[config.mk]
export PLATFORM = sky130hd
export DESIGN_NAME = oam_dma_arbiter_flat
export DESIGN_NICKNAME = d
export VERILOG_FILES = /design/src/rtl/oam_dma_arbiter_pkg.sv /design/src/rtl/oam_dma_arbiter_if.sv /design/src/rtl/oam_dma_arbiter.sv /design/src/flat_wrapper.sv
export SDC_FILE = /design/constraint.sdc
export NUM_CORES = 1
export LEC_CHECK = 0
export ABC_AREA = 1
export BUFFER_PORTS_ARGS = -buffer_cell sky130_fd_sc_hd__buf_2
export CELL_PAD_IN_SITES_DETAIL_PLACEMENT = 1
export CELL_PAD_IN_SITES_GLOBAL_PLACEMENT = 1
export CORE_MARGIN = 1.5
export CORE_UTILIZATION = 34
export DETAILED_ROUTE_END_ITERATION = 10
export PLACE_DENSITY = 0.82
export SLEW_MARGIN = 15
export SYNTH_ARGS = -nofsm -noshare
export SYNTH_HDL_FRONTEND = slang
export SYNTH_SLANG_ARGS = --single-unit
[constraint.sdc]
create_clock -name clk -period 1.8 [get_ports clk]
set_input_delay 0 -clock clk [delete_from_list [all_inputs] [get_ports clk]]
set_output_delay 0 -clock clk [all_outputs]
set_load 0.02 [all_outputs]
[src/rtl/oam_dma_arbiter_pkg.sv]
// oam_dma_arbiter_pkg: shared state encoding and bus constants for the OAM DMA arbiter
package oam_dma_arbiter_pkg;
  typedef enum logic [1:0] {S_IDLE, S_START, S_READ, S_WRITE} dma_state_t;
  localparam int          DEF_DMA_LEN  = 160;
  localparam logic [7:0]  OAM_PAGE     = 8'hFE;
  localparam logic [15:0] DEF_REG_ADDR = 16'hFF46;
  localparam logic [7:0]  OPEN_BUS     = 8'hFF;
endpackage

[src/rtl/oam_dma_arbiter_if.sv]
// oam_dma_arbiter_if: CPU-side and memory-side bus bundle around the OAM DMA arbiter
interface oam_dma_arbiter_if;
  logic        cpu_WE;
  logic        cpu_RE;
  logic [15:0] cpu_address;
  logic [7:0]  cpu_wdata;
  logic [7:0]  cpu_rdata;
  logic        mem_WE;
  logic        mem_RE;
  logic [15:0] mem_address;
  logic [7:0]  mem_wdata;
  logic [7:0]  mem_rdata;
  logic        dma_active;
  modport master (
    output cpu_WE, cpu_RE, cpu_address, cpu_wdata, mem_rdata,
    input  cpu_rdata, mem_WE, mem_RE, mem_address, mem_wdata, dma_active
  );
  modport slave (
    input  cpu_WE, cpu_RE, cpu_address, cpu_wdata, mem_rdata,
    output cpu_rdata, mem_WE, mem_RE, mem_address, mem_wdata, dma_active
  );
endinterface

[src/rtl/oam_dma_arbiter.sv]
// oam_dma_arbiter: muxes the memory bus between the CPU and a page-to-OAM DMA engine
module oam_dma_arbiter import oam_dma_arbiter_pkg::*; #(
  parameter int          DMA_LEN      = DEF_DMA_LEN,
  parameter logic [7:0]  DMA_DST_PAGE = OAM_PAGE,
  parameter logic [15:0] DMA_REG_ADDR = DEF_REG_ADDR
) (
  input logic clk,
  input logic rst,
  oam_dma_arbiter_if.slave bus
);
  localparam logic [7:0] LAST_IDX = 8'(DMA_LEN - 1);
  dma_state_t r_state, w_state_nx;
  logic [7:0] r_idx, r_buf, r_src_page;
  logic [7:0] w_idx_nx, w_buf_nx, w_src_nx;
  logic       w_reg_hit, w_reg_wr, w_reg_rd, w_cpu_any, w_last;
  assign w_reg_hit  = bus.cpu_address == DMA_REG_ADDR;
  assign w_reg_wr   = bus.cpu_WE && w_reg_hit;
  assign w_reg_rd   = bus.cpu_RE && !bus.cpu_WE && w_reg_hit;
  assign w_cpu_any  = bus.cpu_WE || bus.cpu_RE;
  assign w_last     = r_idx == LAST_IDX;
  assign bus.dma_active = r_state != S_IDLE;
  assign bus.cpu_rdata  = w_reg_rd ? r_src_page : (r_state == S_IDLE) ? bus.mem_rdata : OPEN_BUS;
  // state, transfer index, captured byte and source page share one reset domain
  always_ff @(posedge clk or negedge rst) begin
    if (!rst) begin
      r_state    <= S_IDLE;
      r_idx      <= 8'h00;
      r_buf      <= 8'h00;
      r_src_page <= 8'h00;
    end else begin
      r_state    <= w_state_nx;
      r_idx      <= w_idx_nx;
      r_buf      <= w_buf_nx;
      r_src_page <= w_src_nx;
    end
  end
  // next state and bus ownership; a register write overrides whatever the DMA was about to do next
  always_comb begin
    w_state_nx      = r_state;
    w_idx_nx        = r_idx;
    w_buf_nx        = r_buf;
    w_src_nx        = r_src_page;
    bus.mem_WE      = 1'b0;
    bus.mem_RE      = 1'b0;
    bus.mem_address = 16'h0000;
    bus.mem_wdata   = 8'h00;
    case (r_state)
      S_IDLE: if (w_cpu_any && !w_reg_hit) begin
        bus.mem_WE      = bus.cpu_WE;
        bus.mem_RE      = !bus.cpu_WE;
        bus.mem_address = bus.cpu_address;
        bus.mem_wdata   = bus.cpu_wdata;
      end
      S_START: w_state_nx = S_READ;
      S_READ: begin
        bus.mem_RE      = 1'b1;
        bus.mem_address = {r_src_page, r_idx};
        w_buf_nx        = bus.mem_rdata;
        w_state_nx      = S_WRITE;
      end
      S_WRITE: begin
        bus.mem_WE      = 1'b1;
        bus.mem_address = {DMA_DST_PAGE, r_idx};
        bus.mem_wdata   = r_buf;
        w_state_nx      = w_last ? S_IDLE : S_READ;
        w_idx_nx        = w_last ? r_idx : r_idx + 8'd1;
      end
      default: w_state_nx = S_IDLE;
    endcase
    if (w_reg_wr) begin
      w_src_nx   = bus.cpu_wdata;
      w_idx_nx   = 8'h00;
      w_state_nx = S_START;
    end
  end
endmodule

[src/flat_wrapper.sv]
// flat-port wrapper written by rule: the top's interface ports become plain ports
module oam_dma_arbiter_flat import oam_dma_arbiter_pkg::*;
#(
  parameter int          DMA_LEN      = DEF_DMA_LEN,
  parameter logic [7:0]  DMA_DST_PAGE = OAM_PAGE,
  parameter logic [15:0] DMA_REG_ADDR = DEF_REG_ADDR
)
  (clk, rst, bus_cpu_WE, bus_cpu_RE, bus_cpu_address, bus_cpu_wdata, bus_mem_rdata, bus_cpu_rdata, bus_mem_WE, bus_mem_RE, bus_mem_address, bus_mem_wdata, bus_dma_active);
  oam_dma_arbiter_if bus_i ();
  input logic clk;
  input logic rst;
  input wire logic [$bits(bus_i.cpu_WE)-1:0] bus_cpu_WE;
  input wire logic [$bits(bus_i.cpu_RE)-1:0] bus_cpu_RE;
  input wire logic [$bits(bus_i.cpu_address)-1:0] bus_cpu_address;
  input wire logic [$bits(bus_i.cpu_wdata)-1:0] bus_cpu_wdata;
  input wire logic [$bits(bus_i.mem_rdata)-1:0] bus_mem_rdata;
  output wire logic [$bits(bus_i.cpu_rdata)-1:0] bus_cpu_rdata;
  output wire logic [$bits(bus_i.mem_WE)-1:0] bus_mem_WE;
  output wire logic [$bits(bus_i.mem_RE)-1:0] bus_mem_RE;
  output wire logic [$bits(bus_i.mem_address)-1:0] bus_mem_address;
  output wire logic [$bits(bus_i.mem_wdata)-1:0] bus_mem_wdata;
  output wire logic [$bits(bus_i.dma_active)-1:0] bus_dma_active;
  assign bus_i.cpu_WE = bus_cpu_WE;
  assign bus_i.cpu_RE = bus_cpu_RE;
  assign bus_i.cpu_address = bus_cpu_address;
  assign bus_i.cpu_wdata = bus_cpu_wdata;
  assign bus_i.mem_rdata = bus_mem_rdata;
  assign bus_cpu_rdata = bus_i.cpu_rdata;
  assign bus_mem_WE = bus_i.mem_WE;
  assign bus_mem_RE = bus_i.mem_RE;
  assign bus_mem_address = bus_i.mem_address;
  assign bus_mem_wdata = bus_i.mem_wdata;
  assign bus_dma_active = bus_i.dma_active;
  oam_dma_arbiter #(.DMA_LEN(DMA_LEN), .DMA_DST_PAGE(DMA_DST_PAGE), .DMA_REG_ADDR(DMA_REG_ADDR)) u_core (.clk(clk), .rst(rst), .bus(bus_i));
endmodule
After elaboration in Yosys (flattened, before gate mapping)
Index checks and enable logic that the tools add are counted.

cells by class
  add/sub/neg operators = 1
  mux-type cells = 16
  reductions and logical operators = 12
  $mul = 0
  divide/modulo/power cells = 0
  bitwise operators = 0
  $lt $le $gt $ge = 0
  shift-type cells = 0
  equality and inequality tests = 6

operator list
  kind                                                                     number
  8-bit 2-to-1 mux                                                         6
  16-bit one-hot mux with 3 select lines                                   1
  16-bit equality test, second input constant                              1
  16-bit 2-to-1 mux                                                        1
  8-bit one-hot mux with 2 select lines                                    1
  8-bit by 1-bit adder with 8-bit output, second input constant            1
  8-bit equality test, second input constant                               1
  2-bit one-hot mux with 3 select lines                                    1
  2-bit equality test, second input constant                               2
  1-bit logical AND                                                        4
  2-bit 2-to-1 mux                                                         2
  1-bit one-hot mux with 2 select lines                                    2
  2-bit nonzero test                                                       2
  4-bit nonzero test                                                       1
  2-bit by 1-bit equality test with 1-bit output, second input constant    1
  1-bit logical NOT                                                        2
  2-bit logical NOT                                                        1
  1-bit 2-to-1 mux                                                         2
  2-bit by 1-bit inequality test with 1-bit output, second input constant  1
  2-bit AND reduction                                                      1
  1-bit logical OR                                                         1

storage, ports and cells
  memory bits (writable) = 0
  bits in read-only memories = 0
  bits of input ports = 36
  latch bits = 0
  memories = 0
  output and inout port bits = 35
  word-level logic and storage cells = 39
  bits in registers = 26

Logic depth before layout (Yosys ltp)
  depth after elaboration = 5
  mapped depth = 10
  mapped depth without buffers = 9

Least setup slack after synthesis
No wires, ideal clock.

  kind = reg2out
  from = register u_core.r_state[0]
  to = output port bus_mem_RE
  arrival time = 1.634 ns
  slack = 0.166 ns
  buffers on the path = 2
  cell stages (with the launch flop) = 7
  cells stage by stage = dfrtp_1 > inv_1 > ha_1 > buf_2 > buf_1 > nand2_1 > o21ai_0

between the ends
  word-level cells in the longest chain between the ends = 2
  elaborated cells on any way between the ends = 3
  those cells by class = 1 x eq/ne; 1 x mux; 1 x reduce/logical

ends and longest elaborated chain
  what                                                             line                   RTL
  start, declared                                                  oam_dma_arbiter.sv:12  dma_state_t r_state, w_state_nx;
  start signal, assigned                                           oam_dma_arbiter.sv:31  r_state <= w_state_nx;
  2-bit equality test / 2-bit logical NOT (equally long branches)  oam_dma_arbiter.sv:47  case (r_state)
  1-bit one-hot mux with 2 select lines *                          oam_dma_arbiter.sv:47
  end, declared                                                    flat_wrapper.sv:19     output wire logic [$bits(bus_i.mem_RE)-1:0] bus_mem_RE;

Mark *: on every way between the ends. The rest lies on a longest branch, timed or not.

Worst setup path after layout
  from = register u_core.r_state[0]
  to = output port bus_mem_wdata[7]

between the ends
  word-level cells in the longest chain between the ends = 2
  elaborated cells on any way between the ends = 3
  those cells by class = 1 x eq/ne; 1 x mux; 1 x reduce/logical

ends and longest elaborated chain
  what                                                             line                   RTL
  2-bit equality test / 2-bit logical NOT (equally long branches)  oam_dma_arbiter.sv:47
  8-bit one-hot mux with 2 select lines *                          oam_dma_arbiter.sv:47
  end, declared                                                    flat_wrapper.sv:21     output wire logic [$bits(bus_i.mem_wdata)-1:0] bus_mem_wdata;

Marks and branches as above.

==> results by group <==
Global routing
  • Total gr overflow: 0
  • GRT Total Usage: 24.93%
  • Largest net degree at the start of global routing: 28
  • Initial antenna violation count: 0
  • Vias in the first global route: 2,416
  • First-pass GRT wire length: 12,190 um

Critical path
  • Bufs and invs on worst path: 2
  • Crit. End Element: output port
  • R2r setup slk: 0.15 ns
  • Worst stage delay on the critical path: 0.46 ns
  • Crit-path slowest cell: dfrtp_2
  • Worst r2r src: u_core.r_idx[0]
  • Worst Path Arrival: 1.73 ns
  • Delay-heaviest family, CP: buffers and inverters
  • Setup CP Type: reg -> out
  • Worst setup startpoint: u_core.r_state[0]
  • Worst Path Required: 1.80 ns
  • CP Max Fanout: 18
  • Startpoint types: flop
  • CP Cell Sequence: ha_1, buf_4, nand2_1, a21oi_1, buf_2

Route
  • Final wirelength: 7736 um
  • Initial DRT Pass Iterations: 4
  • ANT nets after route: 0
  • Vias per cell: 5.307
  • WL/cell: 17.19 um
  • Drt drc: 0
  • Via count: 2,388
  • Top Metal Used: met4
  • Number of DRC markers in iteration 0: 133
  • Met3 routed WL: 483 um
  • WL met1: 3353 um
  • WL met2: 3816 um

Flow run
  • Maxcap violations: 0

Clocking
  • Clock tree buffer depth: 2
  • CTS clk-pin slew, worst paths: 0.10 ns
  • Number of buffers created by CTS: 3
  • CTS tree: yes
  • Worst skew pair latency: 0.28 ns
  • Clock sinks: 26
  • Root Buffer Master: clkbuf_8
  • H-Tree Depth: 1

Timing
  • Period utilisation layout: 95.92%
  • Final setup vio count: 0
  • RSZ-0062 raised after global routing: no
  • Fin. max-slew vios: 0
  • Worst slew pin tran: 0.6361 ns
  • Fmax: 0.5792 GHz
  • Final hold viol count: 0
  • Clk_skew: 0.005695 ns
  • Fin crit period: 1.727 ns
  • Final WS setup: 0.07349 ns
  • Worst slew margin: 57.59%

Logic synthesis
  • Post-Syn Nets: 336
  • Netlist Area Pre-Place: 1948 um2
  • Mean post-synth cell area: 6.649 um2
  • Ys Warns: 0
  • Mapped Cells: 293
  • Yosys cell types: 25
  • Post-synthesis sequential element count: 26
  • Register area share after synthesis: 33.40%

Worst hold path
  • Min-Delay Path Class: in -> async

Place
  • Cell total after placement: 426
  • Placed Area: 2385 um2
  • DP HPWL: 5284 um
  • PortBufs: 70
  • Placer congestion estimate: 0.8426
  • Pre-CTS WS: 0.1699 ns

Finish
  • Utilization after layout: 49.24%
  • NumNets Final: 422
  • Layout cells sized above 1: 27.78%
  • Final std cells w/o fill: 450
  • Final Cell Area: 2711 um2
  • Antenna cells: 0
  • Synthesis-to-finish area growth: 39.18%

Die
  • Die area: 6193 um2
  • Core area: 5507 um2
  • Chip Width: 78.70 um
  • Initial core utilization: 35.38%
  • Row count: 27
  • Ports: 71
  • Die Height: 78.70 um

Power and ir drop
  • Total power draw: 3.237 mW
  • VDD IR-drop max: 0.7659 mV
  • Power per cell area: 1194 nW/um2
  • Leak: 1.358 nW

Status
  • Status: finished clean
## logic make-up after synthesis
group,after synthesis,share of synthesized area (%)
and+or+nand+nor,173,39.88
buffers and inverters,39,8.928
adders and majority gates,7,4.496
xor gates and xnor gates,5,2.248
DFF,26,33.40
AOI/OAI and AO/OA,43,11.05
## Yosys cell counts (all sizes together)
master	n	area share (%)
nand2	100	20
a21oi	33	8.5
nor2	27	6.7
dfrtp	26	33
nand4	25	8.0
inv	20	4.0
nand3	19	4.9
buf	15	4.2
o21ai	10	2.6
ha	7	4.5
xor2	5	2.2
clkbuf	2	0.39
clkinv	2	0.39
nor3	2	0.51
## per-layer routing
| layer | up-vias | track usage [%] |
|---|---|---|
| li1 | 1132 | - |
| met1 | 1164 | 32.33 |
| met2 | 83 | 44.66 |
| met3 | 9 | 2.759 |
| met4 | 0 | 5.000 |
| met5 | - | 0 |
## timing repair
item                                    in CTS  in global routing
gates resized for setup                      5                 11
hold buffers                                17                  0
hold endpoints to repair                    42                  0
endpoints found under the setup margin      22                 34
gates cloned                                 0                  1
buffers inserted                             0                  2
## power breakdown
group	leakage, nW	switching (mW)	internal [mW]
combinational	0.995	1.17	0.641
clock	0.0357	0.210	0.298
sequential	0.327	0.166	0.749
## path summary, 6_finish.rpt
| check | endpoint | cells after the start |
|---|---|---|
| min in group clk | u_core.r_idx[6] | 7 |
| max in group asynchronous | u_core.r_state[1] | 2 |
| min | u_core.r_buf[6] | 2 |
| max | bus_mem_wdata[7] | 5 |
| max reg2reg | u_core.r_idx[3] | 8 |
| min reg2reg | u_core.r_buf[3] | 2 |
## stage by stage
stage	hold slack, ns	TNS [ns]
CTS	0.2636	-0.005490
finish	0.2636	0
global route	0.3053	0
global placement	0.04718	0
floorplan	-0.2956	0
detailed placement	0.05410	0
## layout by cell type (no fill, tap or decap), types with 14 or more instances in the layout
master          n
inv_1          14
dlygate4sd3_1  17
nand2_1        98
buf_2          69
a21oi_1        32
nand3_1        19
nand4_1        25
nor2_1         22
dfrtp_1        24
## registers in the layout, indices dropped and copies added (netlist names)
register,flops
u_core.r_buf,8
u_core.r_idx,8
u_core.r_src_page,8
u_core.r_state,2
## layout make-up
| cell class | instances | area, um2 |
|---|---|---|
| Multi-Input combinational cell | 228 | 1155 |
| Fill cell | 746 | 2795 |
| Timing Repair Buffer | 98 | 648.1 |
| Tap cell | 72 | 90.09 |
| Clock inverter | 1 | 30.03 |
| Clock buffer | 3 | 41.29 |
| Sequential cell | 26 | 653.1 |
| Inverter | 22 | 93.84 |
No activity file was read; power rests on OpenSTA's default activity.
